File: config.mk
export PLATFORM = sky130hd
export DESIGN_NAME = csr_seq
export DESIGN_NICKNAME = d
export VERILOG_FILES = /design/src/rtl/csr_pkg.sv /design/src/rtl/csr_wdata_calc.sv /design/src/rtl/csr_seq.sv
export SDC_FILE = /design/constraint.sdc
export NUM_CORES = 1
export LEC_CHECK = 0
export BUFFER_PORTS_ARGS = -buffer_cell sky130_fd_sc_hd__buf_2
export CORE_MARGIN = 3
export CORE_UTILIZATION = 25
export DETAILED_ROUTE_END_ITERATION = 16
export GPL_TIMING_DRIVEN = 0
export PLACE_DENSITY = 0.42
export SETUP_SLACK_MARGIN = 0.2
export SYNTH_ARGS = -nofsm -noshare
export SYNTH_HDL_FRONTEND = slang
export SYNTH_SLANG_ARGS = --single-unit
File: constraint.sdc
create_clock -name clk -period 2 [get_ports clk]
set_input_delay 0.3 -clock clk [delete_from_list [all_inputs] [get_ports clk]]
set_output_delay 0.3 -clock clk [all_outputs]
set_load 0.01 [all_outputs]
File: src/rtl/csr_pkg.sv
// Shared encodings for the CSR sequencer: op codes, machine CSR addresses,
// mstatus bit positions and the sequencer state enum.
// No ports; imported by csr_seq and csr_wdata_calc.
package csr_pkg;

  localparam logic [2:0] OP_CSRRW = 3'd0;
  localparam logic [2:0] OP_CSRRS = 3'd1;
  localparam logic [2:0] OP_CSRRC = 3'd2;
  localparam logic [2:0] OP_ECALL = 3'd3;
  localparam logic [2:0] OP_MRET  = 3'd4;

  localparam logic [11:0] CSR_MSTATUS = 12'h300;
  localparam logic [11:0] CSR_MTVEC   = 12'h305;
  localparam logic [11:0] CSR_MEPC    = 12'h341;
  localparam logic [11:0] CSR_MCAUSE  = 12'h342;

  localparam int MSTATUS_MIE    = 3;
  localparam int MSTATUS_MPIE   = 7;
  localparam int MSTATUS_MPP_LO = 11;
  localparam int MSTATUS_MPP_HI = 12;

  typedef enum logic [3:0] {
    S_IDLE,
    S_CSR,
    S_EPC,
    S_CAUSE,
    S_TSTAT,
    S_VEC,
    S_RSTAT,
    S_EPCRD,
    S_RESP
  } state_e;

endpackage

File: src/rtl/csr_wdata_calc.sv
// Purpose: new CSR value for CSRRW/CSRRS/CSRRC and the write-suppress flag.
// Latency: purely combinational. Backpressure: none.
// Ports: op_i (op code), old_i (current CSR value), src_i (rs1/uimm),
//        src_zero_i (rs1/uimm is x0/0), new_o (value to write), wr_suppress_o.
module csr_wdata_calc
  import csr_pkg::*;
#(
  parameter int XLEN = 32
) (
  input  logic [2:0]      op_i,
  input  logic [XLEN-1:0] old_i,
  input  logic [XLEN-1:0] src_i,
  input  logic            src_zero_i,
  output logic [XLEN-1:0] new_o,
  output logic            wr_suppress_o
);

  always_comb begin
    new_o         = src_i;
    wr_suppress_o = 1'b0;
    case (op_i)
      OP_CSRRW: new_o = src_i;
      OP_CSRRS: begin
        new_o         = old_i | src_i;
        wr_suppress_o = src_zero_i;
      end
      OP_CSRRC: begin
        new_o         = old_i & ~src_i;
        wr_suppress_o = src_zero_i;
      end
      default: new_o = src_i;
    endcase
  end

endmodule

File: src/rtl/csr_seq.sv
// Purpose: sequences Zicsr RMW ops, ECALL trap entry and MRET through a
//          one-read/one-write-port CSR file, one CSR write per cycle.
// Latency: accept->resp_valid CSR 2, ECALL 5, MRET 3, reserved 1; req_ready only in IDLE.
// Ports: req_* / resp_* handshake to decode/execute; csr_rd_* combinational
//        read port and csr_wr_* write port (commits at clk edge) to the CSR file.
module csr_seq
  import csr_pkg::*;
#(
  parameter int XLEN        = 32,
  parameter int ECALL_CAUSE = 11
) (
  input  logic            clk,
  input  logic            rst,
  input  logic            req_valid,
  output logic            req_ready,
  input  logic [2:0]      req_op,
  input  logic [11:0]     req_addr,
  input  logic [XLEN-1:0] req_src,
  input  logic            req_src_zero,
  input  logic [XLEN-1:0] req_pc,
  output logic            resp_valid,
  output logic [XLEN-1:0] resp_rdata,
  output logic            resp_redirect,
  output logic [XLEN-1:0] resp_pc,
  output logic [11:0]     csr_rd_reg,
  input  logic [XLEN-1:0] csr_rd_bus,
  output logic            csr_wr_en,
  output logic [11:0]     csr_wr_reg,
  output logic [XLEN-1:0] csr_wr_bus
);

  state_e          state_q, state_d;
  logic [2:0]      op_q, op_d;
  logic [11:0]     addr_q, addr_d;
  logic [XLEN-1:0] src_q, src_d;
  logic            src_zero_q, src_zero_d;
  logic [XLEN-1:0] pc_q, pc_d;
  logic [XLEN-1:0] rdata_q, rdata_d;
  logic [XLEN-1:0] tgt_q, tgt_d;
  logic            redir_q, redir_d;

  logic [XLEN-1:0] calc_new;
  logic            calc_suppress;
  logic [XLEN-1:0] stat_trap;
  logic [XLEN-1:0] stat_ret;

  csr_wdata_calc #(.XLEN(XLEN)) u_wdata_calc (
    .op_i          (op_q),
    .old_i         (csr_rd_bus),
    .src_i         (src_q),
    .src_zero_i    (src_zero_q),
    .new_o         (calc_new),
    .wr_suppress_o (calc_suppress)
  );

  // mstatus images for trap entry and return, built from the live read data.
  always_comb begin
    stat_trap                               = csr_rd_bus;
    stat_trap[MSTATUS_MPIE]                 = csr_rd_bus[MSTATUS_MIE];
    stat_trap[MSTATUS_MIE]                  = 1'b0;
    stat_trap[MSTATUS_MPP_HI:MSTATUS_MPP_LO] = 2'b11;

    stat_ret                                = csr_rd_bus;
    stat_ret[MSTATUS_MIE]                   = csr_rd_bus[MSTATUS_MPIE];
    stat_ret[MSTATUS_MPIE]                  = 1'b1;
    stat_ret[MSTATUS_MPP_HI:MSTATUS_MPP_LO] = 2'b11;
  end

  always_ff @(posedge clk) begin
    if (rst) begin
      state_q    <= S_IDLE;
      op_q       <= '0;
      addr_q     <= '0;
      src_q      <= '0;
      src_zero_q <= 1'b0;
      pc_q       <= '0;
      rdata_q    <= '0;
      tgt_q      <= '0;
      redir_q    <= 1'b0;
    end else begin
      state_q    <= state_d;
      op_q       <= op_d;
      addr_q     <= addr_d;
      src_q      <= src_d;
      src_zero_q <= src_zero_d;
      pc_q       <= pc_d;
      rdata_q    <= rdata_d;
      tgt_q      <= tgt_d;
      redir_q    <= redir_d;
    end
  end

  always_comb begin
    state_d    = state_q;
    op_d       = op_q;
    addr_d     = addr_q;
    src_d      = src_q;
    src_zero_d = src_zero_q;
    pc_d       = pc_q;
    rdata_d    = rdata_q;
    tgt_d      = tgt_q;
    redir_d    = redir_q;
    req_ready  = 1'b0;
    resp_valid = 1'b0;
    csr_rd_reg = '0;
    csr_wr_en  = 1'b0;
    csr_wr_reg = '0;
    csr_wr_bus = '0;

    case (state_q)
      S_IDLE: begin
        req_ready = 1'b1;
        if (req_valid) begin
          op_d       = req_op;
          addr_d     = req_addr;
          src_d      = req_src;
          src_zero_d = req_src_zero;
          pc_d       = req_pc;
          // Clear response fields so ops that do not produce them report 0.
          rdata_d    = '0;
          tgt_d      = '0;
          redir_d    = 1'b0;
          case (req_op)
            OP_CSRRW, OP_CSRRS, OP_CSRRC: state_d = S_CSR;
            OP_ECALL:                     state_d = S_EPC;
            OP_MRET:                      state_d = S_RSTAT;
            default:                      state_d = S_RESP;
          endcase
        end
      end
      S_CSR: begin
        csr_rd_reg = addr_q;
        rdata_d    = csr_rd_bus;
        csr_wr_en  = ~calc_suppress;
        csr_wr_reg = addr_q;
        csr_wr_bus = calc_new;
        state_d    = S_RESP;
      end
      S_EPC: begin
        csr_wr_en  = 1'b1;
        csr_wr_reg = CSR_MEPC;
        csr_wr_bus = pc_q;
        state_d    = S_CAUSE;
      end
      S_CAUSE: begin
        csr_wr_en  = 1'b1;
        csr_wr_reg = CSR_MCAUSE;
        csr_wr_bus = XLEN'(ECALL_CAUSE);
        state_d    = S_TSTAT;
      end
      S_TSTAT: begin
        csr_rd_reg = CSR_MSTATUS;
        csr_wr_en  = 1'b1;
        csr_wr_reg = CSR_MSTATUS;
        csr_wr_bus = stat_trap;
        state_d    = S_VEC;
      end
      S_VEC: begin
        csr_rd_reg = CSR_MTVEC;
        // Direct mode only: mode bits of mtvec are dropped.
        tgt_d      = {csr_rd_bus[XLEN-1:2], 2'b00};
        redir_d    = 1'b1;
        state_d    = S_RESP;
      end
      S_RSTAT: begin
        csr_rd_reg = CSR_MSTATUS;
        csr_wr_en  = 1'b1;
        csr_wr_reg = CSR_MSTATUS;
        csr_wr_bus = stat_ret;
        state_d    = S_EPCRD;
      end
      S_EPCRD: begin
        csr_rd_reg = CSR_MEPC;
        tgt_d      = csr_rd_bus;
        redir_d    = 1'b1;
        state_d    = S_RESP;
      end
      S_RESP: begin
        resp_valid = 1'b1;
        state_d    = S_IDLE;
      end
      default: state_d = S_IDLE;
    endcase

    // The reset cycle must not commit a write or announce a response, even
    // when reset lands mid-sequence.
    if (rst) begin
      resp_valid = 1'b0;
      csr_rd_reg = '0;
      csr_wr_en  = 1'b0;
      csr_wr_reg = '0;
      csr_wr_bus = '0;
    end
  end

  assign resp_rdata    = rdata_q;
  assign resp_pc       = tgt_q;
  assign resp_redirect = resp_valid & redir_q;

endmodule

# After elaboration in Yosys (flattened, before gate mapping)
# Cells that the tools add are included.
# classes
n_addsub	0
multipliers	0
n_div	0
magnitude_cmp	0
eq_ne	15
shifts	0
n_mux	21
bitwise	5
reduce_logical	15
# op_table
op	count
32-bit one-hot mux with 5 select lines	1
32-bit one-hot mux with 2 select lines	2
12-bit one-hot mux with 4 select lines	2
32-bit one-hot mux with 3 select lines	1
32-bit 2-to-1 mux	2
32-bit bitwise AND	1
32-bit NOT	1
32-bit bitwise OR	1
12-bit 2-to-1 mux	2
4-bit one-hot mux with 6 select lines	1
4-bit by 3-bit equality test with 1-bit output, second input constant	4
4-bit one-hot mux with 3 select lines	1
3-bit by 2-bit equality test with 1-bit output, second input constant	3
4-bit by 2-bit equality test with 1-bit output, second input constant	2
2-bit AND reduction	4
3-bit by 1-bit equality test with 1-bit output, second input constant	2
1-bit 2-to-1 mux	6
2-bit OR reduction	3
3-bit OR reduction	2
4-bit by 1-bit equality test with 1-bit output, second input constant	1
4-bit equality test, second input constant	1
4-bit logical NOT	1
4-bit 2-to-1 mux	1
1-bit one-hot mux with 2 select lines	2
8 further kinds	9
# word_totals
reg_bits	149
latchBits	0
ram_bits	0
romBits	0
inputBits	115
output_inout_bits	124
wordCells	65
mem_count	0

# Logic depth before layout (Yosys ltp)
# Gate-level depths: netlist (run 1).
# depth
depth_word	6
mapped_depth	7
mapped_depth_nobuf	4

# Modules after synthesis
# Synthesis (run 1) repeated with hierarchy kept, for this count alone.
# unflattened
cells_unflattened	1036
hier_area_um2	8008.9
# by_module_without_submodules
module	instances	cells_per_inst	area_each_um2	seq_area_each_um2
csr_seq	1	922	7337.0	2982.9
csr_wdata_calc	1	114	671.9	0.0

# Worst setup path after synthesis (run 1)
# No wires, ideal clock.
# synth_path
path_kind	reg2out
from	reg state_q[1]
to	out csr_wr_bus[10]
arrival_time_ps	1603
t_required_ps	1700
slack_ps	97
path_stages_with_launch	6
n_path_buf	3
path_cell_list	dfxtp_1 > buf_6 > or4_1 > clkbuf_2 > buf_6 > o32ai_1
# synth_between
elab_chain_cells	3
elab_cells_between_ends	7
cone_classes	eq/ne: 5; mux: 2
# synth_lines
element	line	source
start: declaration	csr_seq.sv:32	state_e state_q, state_d;
start signal: assignment	csr_seq.sv:81	state_q <= state_d;
4-bit by 3-bit equality test with 1-bit output (tied with other cells)	csr_seq.sv:110	case (state_q)
32-bit one-hot mux with 5 select lines *	csr_seq.sv:110	
32-bit 2-to-1 mux *	csr_seq.sv:187	if (rst) begin
end: declaration	csr_seq.sv:29	output logic [XLEN-1:0] csr_wr_bus
# Every way passes the cells marked *; elsewhere a longest branch is shown, timed or not.

# Worst setup path after layout (run 1)
# layout_path
from	reg state_q[1]
to	out csr_wr_bus[23]
# Same word-level chain as after synthesis.

==> metrics.cfg, run 1 <==
[placement]
place_congestion = 0.790
port-buffer-count = 237
hpwl_um = 26300

[synthesis]
synth_compound_area_share_pct = 35.7
synth_edf_count = 0
avgSynthCellArea_um2 = 7.85
synthDistinctLibCells = 39
async_flop_share_pct = 0
synth_nets = 1064
synth_seq_cells = 149
yosysSeqAreaShare_pct = 40.0
synthMuxAreaShare_pct = 0
syn_inst = 949
synthAdderAreaFrac_pct = 0
synth-simple-area-share_pct = 16.4
netlist_area_um2 = 7450
synthFlopType = dfxtp_1
synth_top_family_by_area = compound AO/OA/AOI/OAI gates
synth-xor-area-share_pct = 0.118
ys_warn_count = 0

[sta]
fin_ws_ps = -493
finalSetupViolations = 146
holdWs_ps = 107
final.setup_skew_ps = 12.2
fin_crit_sh_pct = 125
tightest_slew_ps = 748
max_freq_mhz = 401
hold_viol = 0
rsz0062_at_grt = yes
slew_viol_final = 0
maxSlewHeadroom_pct = 50.2
fin_crit_ps = 2490

[job]
drv_cap = 0

[cells_and_area]
drive_gt1_share_pct = 40.0
fillCellCount = 3041
layout_common_cells = buf_2, a21oi_1, dfxtp_1
fin_nets = 1358
post-route-util_pct = 40.5
layout_commonest_cell = buf_2
syn2layout_area_growth_pct = 57.7

[power]
swShare_pct = 33.5
p_seq_share_pct = 36.1
irDropWorstVdd_mv = 0.606
switchingPower_uw = 3060
internal_power_uw = 6070
pwr-share-clk_pct = 36.1
totalPowerFinal_uw = 9120
power.density_nw_per_um2 = 777
p_leak_uw = 0.00447
p_comb_share_pct = 27.8

[global_routing]
track_usage_pct = 22.8
overflow = 0
antenna_found_initial = 0
grt_start_max_net_pins = 17
grt_pass1_wl_um = 54500
grt_pass1_vias = 8463

[die]
die_w_um = 179
die_h_um = 179
coreArea_um2 = 29000
pin_count = 239
rows = 62
dieArea_um2 = 31900
initial_core_util_pct = 25.7

[detailed_routing]
wl_um = 37600
drtIter0Drc = 624
drcViolationCount = 0
wire_per_inst_um = 22.9
vias_per_cell = 5.33
num_vias = 8743
ant_nets = 0
drt_pass1_iterations = 4

[clock_network]
path_clk_slew_ps = 70
cts_tree = done
cts.htree.levels = 4
clock-sinks = 149
max-clock-path-buffers = 2
holdBufCountCts = 0
clk-insertion-delay-late_ps = 440
cts-root-buf = clkbuf_16
cts_buffers = 17

[worst_setup_path]
cp_max_fo = 10
crit_path_end_kind = output port
crit_family = buffers and inverters
path_class = reg2out
cp_slowest_cell = or4_4
critical_path.max_stage_delay_ps = 520
arrival_ps = 2190
start_kind = register
critPathRequiredTime_ps = 1700
path_buf_inv = 4
cp_cell_sequence = buf_6 -> or4_4 -> clkbuf_16 -> buf_12 -> o32ai_4 -> buf_2

[run_status]
outcome = finished with violations
violations = setup timing

[hold_path]
min_path_type = in2reg

worst paths after layout:
| check | to | slack, ps | depth (start not counted) | startpoint |
|---|---|---|---|---|
| max | csr_wr_bus[23] | -490 | 6 | state_q[1]$_SDFFE_PP0P_ |
| min reg2reg | pc_q[12]$_SDFFE_PP0P_ | 470 | 2 | pc_q[12]$_SDFFE_PP0P_ |
| max reg2reg | resp_pc[12]$_SDFFE_PP0P_ | -90 | 9 | state_q[1]$_SDFFE_PP0P_ |
| min | pc_q[5]$_SDFFE_PP0P_ | 110 | 3 | req_pc[5] |
cell families (layout without fill, tap and decap cells):
kind of cell    Yosys count  after routing
compound gates          441            441
flops                   149            149
other cells               0              1
buf+inv                 120            427
simple gates            238            238
xor+xnor                  1              1
layout make-up:
cell class              instances  area [µm²]  share of cell area [%]
diodes                          1        2.50                  0.0213
clock buffers                  20         467                    3.97
well taps                     384         480                    4.09
clock inverters                12         116                   0.991
multi-input cells             680        4770                    40.6
flip-flops and latches        149        3000                    25.5
plain buffers                 115        1120                    9.58
inverters                       5        31.3                   0.266
repair buffers                275        1760                    15.0
layer usage:
layer / vias up / GRT usage (%) / wire length (µm)
met3: 27 / 4.43 / 2340
li1: 4132 / - / -
met2: 311 / 36.9 / 17600
met5: - / 0 / 0
met1: 4273 / 31.7 / 17300
met4: 0 / 4.19 / 371
synthesized netlist by cell type (2+ instances only):
library cell / instances / area [µm²]
a21oi_1: 191 / 956
dfxtp_1: 149 / 2980
o21ai_0: 85 / 425
clkbuf_1: 82 / 308
nand3_1: 82 / 410
nand2_1: 69 / 259
o211ai_1: 65 / 488
nor2b_1: 35 / 219
a211oi_1: 33 / 248
o32ai_1: 32 / 280
a22oi_1: 24 / 180
and2_1: 19 / 119
buf_2: 14 / 70.1
buf_6: 13 / 146
nor2_1: 10 / 37.5
buf_1: 5 / 18.8
a31oi_1: 4 / 25.0
inv_1: 4 / 15.0
and3b_1: 3 / 26.3
nand3b_1: 3 / 22.5
nor3_1: 3 / 15.0
nor4_1: 3 / 18.8
or2_2: 3 / 18.8
nand2b_1: 2 / 12.5
o21a_1: 2 / 15.0
stage by stage:
| stage | setup slack, ps | setup TNS [ps] | instances | instance area [µm²] |
|---|---|---|---|---|
| floorplan | 163 | 0 | 949 | 7730 |
| finish | -493 | -21840 | 1641 | 11700 |
| CTS | -505 | -20440 | 1632 | 11300 |
| global route | -522 | -29470 | 1640 | 11700 |
| global placement | -650 | -44670 | 1570 | 9390 |
| detailed placement | -632 | -45410 | 1570 | 9390 |
worst register-to-register path, delay by kind of cell, from the launching register on:
kind	cells	cell delay [ps]
DFF	1	300
AOI/OAI and AO/OA	2	250
and+or+nand+nor	1	530
buffers and inverters	6	880
power groups by stage:
stage / combinational [µW] / clock, µW / sequential, µW
3_3_place_gp: 1690 / 0 / 3330
6_report: 2540 / 3290 / 3290
3_5_place_dp: 1690 / 0 / 3340
4_1_cts: 2360 / 3340 / 3280
2_1_floorplan: 1040 / 0 / 3290
5_1_grt: 2690 / 3450 / 3310
timing repair:
item / 4_1_cts / 5_1_grt
pin swaps: 35 / 35
resized for setup: 291 / 113
setup buffers: 23 / 8
cloned: 7 / 0
setup endpoints to repair: 157 / 206
sequential cells by signal, indices dropped and copies added, names as in the netlist:
signal	flops
op_q	3
state_q	4
redir_q	1
resp_rdata	32
pc_q	32
addr_q	12
resp_pc	32
src_q	32
src_zero_q	1
(Power assumes the default switching activity.)
==> run 2: changes to the inputs <==
Settings changed: CELL_PAD_IN_SITES_DETAIL_PLACEMENT from default to 1, CELL_PAD_IN_SITES_GLOBAL_PLACEMENT from default to 1, PLACE_DENSITY 0.42 to 0.56.
==> metrics.cfg, run 2 (same netlist as run 1, synthesis figures left out) <==
[placement]
hpwl_um = 26900  ; +2.3%
port-buffer-count = 237  ; unchanged
place_congestion = 0.806  ; +2.0%
placed_area_um2 = 9390  ; unchanged
place_inst = 1570  ; unchanged
place_ws_ps = -579  ; +52.9 ps

[clock_network]
cts.htree.levels = 4  ; unchanged
cts_tree = done
cts_buffers = 17  ; unchanged
clk-insertion-delay-late_ps = 440  ; about the same
cts-root-buf = clkbuf_16
clock-sinks = 149  ; unchanged
path_clk_slew_ps = 70  ; about the same
max-clock-path-buffers = 2  ; unchanged
holdBufCountCts = 0  ; unchanged

[detailed_routing]
vias_per_cell = 5.34  ; +0.17%
wl_um = 38900  ; +3.6%
drtIter0Drc = 404  ; -35%
drt_pass1_iterations = 7  ; +3
wire_per_inst_um = 23.6  ; +3.2%
num_vias = 8790  ; +0.54%
drcViolationCount = 0  ; unchanged
ant_nets = 0  ; unchanged

[cells_and_area]
instances_no_fill = 1647  ; +0.37%
syn2layout_area_growth_pct = 63.6
fillCellCount = 3394  ; +12%
drive_gt1_share_pct = 44.7  ; +4.8 points
layout_common_cells = buf_2, a21oi_1, dfxtp_1
fin_nets = 1365  ; +0.52%
layout_commonest_cell = buf_2
fin_area_um2 = 12200  ; +3.7%
post-route-util_pct = 42.0  ; +1.5 points
diodes = 0  ; -1

[die]
die_h_um = 179  ; unchanged
die_w_um = 179  ; unchanged
pin_count = 239  ; unchanged
dieArea_um2 = 31900  ; unchanged
rows = 62  ; unchanged
coreArea_um2 = 29000  ; unchanged
initial_core_util_pct = 25.7  ; unchanged

[sta]
max_freq_mhz = 398  ; -0.71%
maxSlewHeadroom_pct = 41.1  ; -9.0 points
fin_ws_ps = -511  ; -17.9 ps
final.setup_skew_ps = 9.69  ; -2.49 ps
fin_crit_ps = 2510  ; +17.9 ps
rsz0062_at_grt = yes
slew_viol_final = 0  ; unchanged
finalSetupViolations = 125  ; -14%
fin_crit_sh_pct = 126  ; +0.90 points
tightest_slew_ps = 883  ; +135 ps
hold_viol = 0  ; unchanged

[worst_setup_path]
critPathRequiredTime_ps = 1700  ; about the same
start_kind = register
crit_path_end_kind = output port
cp_cell_sequence = buf_6 -> or4_4 -> clkbuf_16 -> buf_16 -> o32ai_4 -> buf_2
crit_family = buffers and inverters
path_buf_inv = 4  ; unchanged
arrival_ps = 2210  ; +20 ps
path_class = reg2out
cp_max_fo = 8  ; -2
cp_slowest_cell = or4_4
critical_path.max_stage_delay_ps = 530  ; about the same

[power]
irDropWorstVdd_mv = 0.568  ; -6.2%
p_leak_uw = 0.00453  ; +1.3%
power.density_nw_per_um2 = 762  ; -1.9%

[run_status]
violations = setup timing
outcome = finished with violations

[global_routing]
use_met3_pct = 4.00  ; -0.43 points
grt_start_max_net_pins = 17  ; unchanged
track_usage_pct = 23.6  ; +0.82 points
overflow = 0  ; unchanged
grt_pass1_wl_um = 56800  ; +4.3%
antenna_found_initial = 1  ; +1
gr-usage-met2_pct = 40.4  ; +3.5 points
top_usage_layer = met2
grt_pass1_vias = 9187  ; +8.6%
grt_use_met1_pct = 31.0  ; -0.77 points

[hold_path]
min_path_type = in2reg

[job]
drv_cap = 0  ; unchanged

run 2: stage by stage:
stage               total power (µW)  setup TNS, ps  hold WS (ps)
floorplan                       4330              0           440
global placement                5030         -47260           463
detailed placement              5050         -47770           471
CTS                             8810         -20020           103
global route                    9670         -28390           104
finish                          9290         -19440           105
run 2: layout make-up:
cell class / count / area [µm²] / area share [%]
Inverter: 5 / 31.3 / 0.257
Multi-Input combinational cell: 680 / 5140 / 42.1
Clock inverter: 13 / 125 / 1.03
Tap cell: 384 / 480 / 3.94
Clock buffer: 19 / 443 / 3.63
Timing Repair Buffer: 282 / 1870 / 15.4
Buffer: 115 / 1100 / 9.06
Sequential cell: 149 / 3000 / 24.6
run 2: worst min-delay path, cell delays in order:
cell	delay, ps
buf_2	100
nand3_2	50
a21oi_2	50
run 2: power breakdown:
| part | internal (µW) | switching (µW) | total [µW] |
|---|---|---|---|
| logic | 1210 | 1550 | 2760 |
| registers | 3130 | 168 | 3300 |
| clock network | 1760 | 1470 | 3230 |
run 2: path summary, 6_finish.rpt:
check	end	startpoint	slack [ps]	cells past startpoint
hold / removal	pc_q[28]$_SDFFE_PP0P_	req_pc[28]	110	3
setup / recovery	csr_wr_bus[3]	state_q[1]$_SDFFE_PP0P_	-510	6
setup reg to reg	resp_pc[12]$_SDFFE_PP0P_	state_q[1]$_SDFFE_PP0P_	-80	9
hold reg to reg	pc_q[22]$_SDFFE_PP0P_	pc_q[22]$_SDFFE_PP0P_	460	2
run 2: routing by layer:
layer	part of all wire (%)	wire (µm)
met4	1.6	639
met1	44	17300
met5	0.033	13
met2	49	19000
met3	4.9	1920
run 2: what timing repair did:
| item | CTS | global route |
|---|---|---|
| pin swaps | 19 | 58 |
| gates resized for setup | 236 | 233 |
| setup buffers | 16 | 15 |
| cloned | 5 | 9 |
| endpoints found under the setup margin | 178 | 206 |
==> run 3: changes to the inputs <==
Settings changed: CORE_ASPECT_RATIO from default to 0.75.
==> metrics.cfg, run 3 (same netlist as run 1, synthesis figures left out) <==
[placement]
placed_area_um2 = 9400  ; +0.11%
place_congestion = 0.845  ; +4.8%
port-buffer-count = 237  ; unchanged
hpwl_um = 28500  ; +6.1%
place_ws_ps = -619  ; -39.8 ps

[run_status]
violations = setup timing
outcome = finished with violations

[global_routing]
grt_start_max_net_pins = 17  ; unchanged
grt_pass1_wl_um = 60800  ; +6.9%
grt_pass1_vias = 9163  ; -0.26%
track_usage_pct = 25.5  ; +1.9 points
antenna_found_initial = 1  ; unchanged
overflow = 0  ; unchanged

[sta]
finalSetupViolations = 205  ; +64%
max_freq_mhz = 392  ; -1.5%
slew_viol_final = 0  ; unchanged
hold_viol = 0  ; unchanged
fin_crit_sh_pct = 127  ; +1.9 points
tightest_slew_ps = 915  ; +32.2 ps
rsz0062_at_grt = yes
fin_crit_ps = 2550  ; +37.2 ps
maxSlewHeadroom_pct = 39.0  ; -2.1 points
fin_ws_ps = -548  ; -37.2 ps
final.setup_skew_ps = 8.06  ; -1.63 ps
holdWs_ps = 106  ; +0.804 ps

[worst_setup_path]
crit_path_end_kind = output port
arrival_ps = 2250  ; +40 ps
cp_max_fo = 8  ; unchanged
start_kind = register
path_class = reg2out
critPathRequiredTime_ps = 1700  ; about the same

[clock_network]
path_clk_slew_ps = 70  ; about the same
max-clock-path-buffers = 2  ; unchanged
clock-sinks = 149  ; unchanged
cts_buffers = 17  ; unchanged
cts_tree = done
cts.htree.levels = 4  ; unchanged
clk-insertion-delay-late_ps = 440  ; about the same
holdBufCountCts = 0  ; unchanged
cts-root-buf = clkbuf_16

[detailed_routing]
ant_nets = 0  ; unchanged
drt_pass1_iterations = 5  ; -2
drtIter0Drc = 642  ; +59%
wl_um = 44100  ; +13%
wire_per_inst_um = 26.3  ; +11%
drcViolationCount = 0  ; unchanged
num_vias = 9301  ; +5.8%
vias_per_cell = 5.53  ; +3.7%

[cells_and_area]
layout_commonest_cell = buf_2
fin_area_um2 = 12900  ; +6.0%
fin_nets = 1390  ; +1.8%
drive_gt1_share_pct = 47.2  ; +2.5 points
fillCellCount = 3361  ; -0.97%
layout_common_cells = buf_2, a21oi_1, dfxtp_1
syn2layout_area_growth_pct = 73.4

[power]
p_leak_uw = 0.00478  ; +5.6%
irDropWorstVdd_mv = 0.665  ; +17%
power.density_nw_per_um2 = 770  ; +1.0%
totalPowerFinal_uw = 9940  ; +7.0%

[die]
dieArea_um2 = 31900  ; about the same
coreArea_um2 = 29200  ; +0.60%
die_h_um = 155  ; -13%
die_w_um = 205  ; +15%
initial_core_util_pct = 25.5  ; -0.15 points
rows = 54  ; -13%
pin_count = 239  ; unchanged

[job]
drv_cap = 0  ; unchanged

[hold_path]
min_path_type = in2reg

==> run 3: changes by cell type in the layout (fill, tap and decap cells not counted), sizes merged <==
cell,before,now
diode,0,1
bufinv,1,2
clkbuf,97,111
inv,8,5
buf,317,332
bufbuf,2,0
==> run 3: path summary, 6_finish.rpt <==
path	start	endpoint	slack, ps	cells after the start
worst min register to register	pc_q[13]$_SDFFE_PP0P_	pc_q[13]$_SDFFE_PP0P_	460	2
worst min-delay path	req_pc[10]	pc_q[10]$_SDFFE_PP0P_	110	3
worst max-delay path	state_q[1]$_SDFFE_PP0P_	csr_wr_bus[14]	-550	6
worst max register to register	state_q[1]$_SDFFE_PP0P_	resp_pc[29]$_SDFFE_PP0P_	-350	12
==> run 3: layout make-up <==
| cell class | instances | area [µm²] | area share [%] |
|---|---|---|---|
| multi-input combinational | 680 | 5220 | 40.5 |
| sequential | 149 | 2990 | 23.2 |
| timing repair buffer | 307 | 2380 | 18.4 |
| buffer | 115 | 1210 | 9.36 |
| tap | 392 | 490 | 3.80 |
| clock buffer | 21 | 440 | 3.41 |
| clock inverter | 11 | 129 | 0.998 |
| inverter | 5 | 45.0 | 0.349 |
| antenna | 1 | 2.50 | 0.0194 |
==> run 3: worst max-delay path, stage by stage (launching register included) <==
cell and delay [ps]:
dfxtp_2 320, buf_6 120, or4_4 520, clkbuf_16 210, buf_12 160, o32ai_4 270, buf_2 200
==> run 3: what timing repair did <==
action	in CTS	in global routing
resized for setup	284	253
hold endpoints to repair	0	0
pin swaps	60	116
setup buffers	26	15
endpoints found under the setup margin	203	206
cloned	13	16
==> run 3: per-layer routing <==
metal	share of wire [%]	wire [µm]	global-route usage (%)	vias up
met2	44	19400	38.3	330
met4	1.5	663	5.46	0
met1	48	21200	37.9	4732
li1	-	-	-	4196
met3	6.4	2810	4.66	43
met5	0	0	0	-
==> run 3: per-stage QoR <==
step	std cells	TNS [ps]	utilization, %
floorplan	949	0	-
global placement	1578	-36710	32.2
detailed placement	1578	-42660	32.2
CTS	1649	-48180	40.0
global route	1681	-72750	44.2
finish	1681	-65850	44.2
==> run 3: power by group <==
group | internal (µW) | switching (µW)
clock | 1840 | 1420
sequential | 3130 | 187
combinational | 1530 | 1830
total | 6510 | 3430
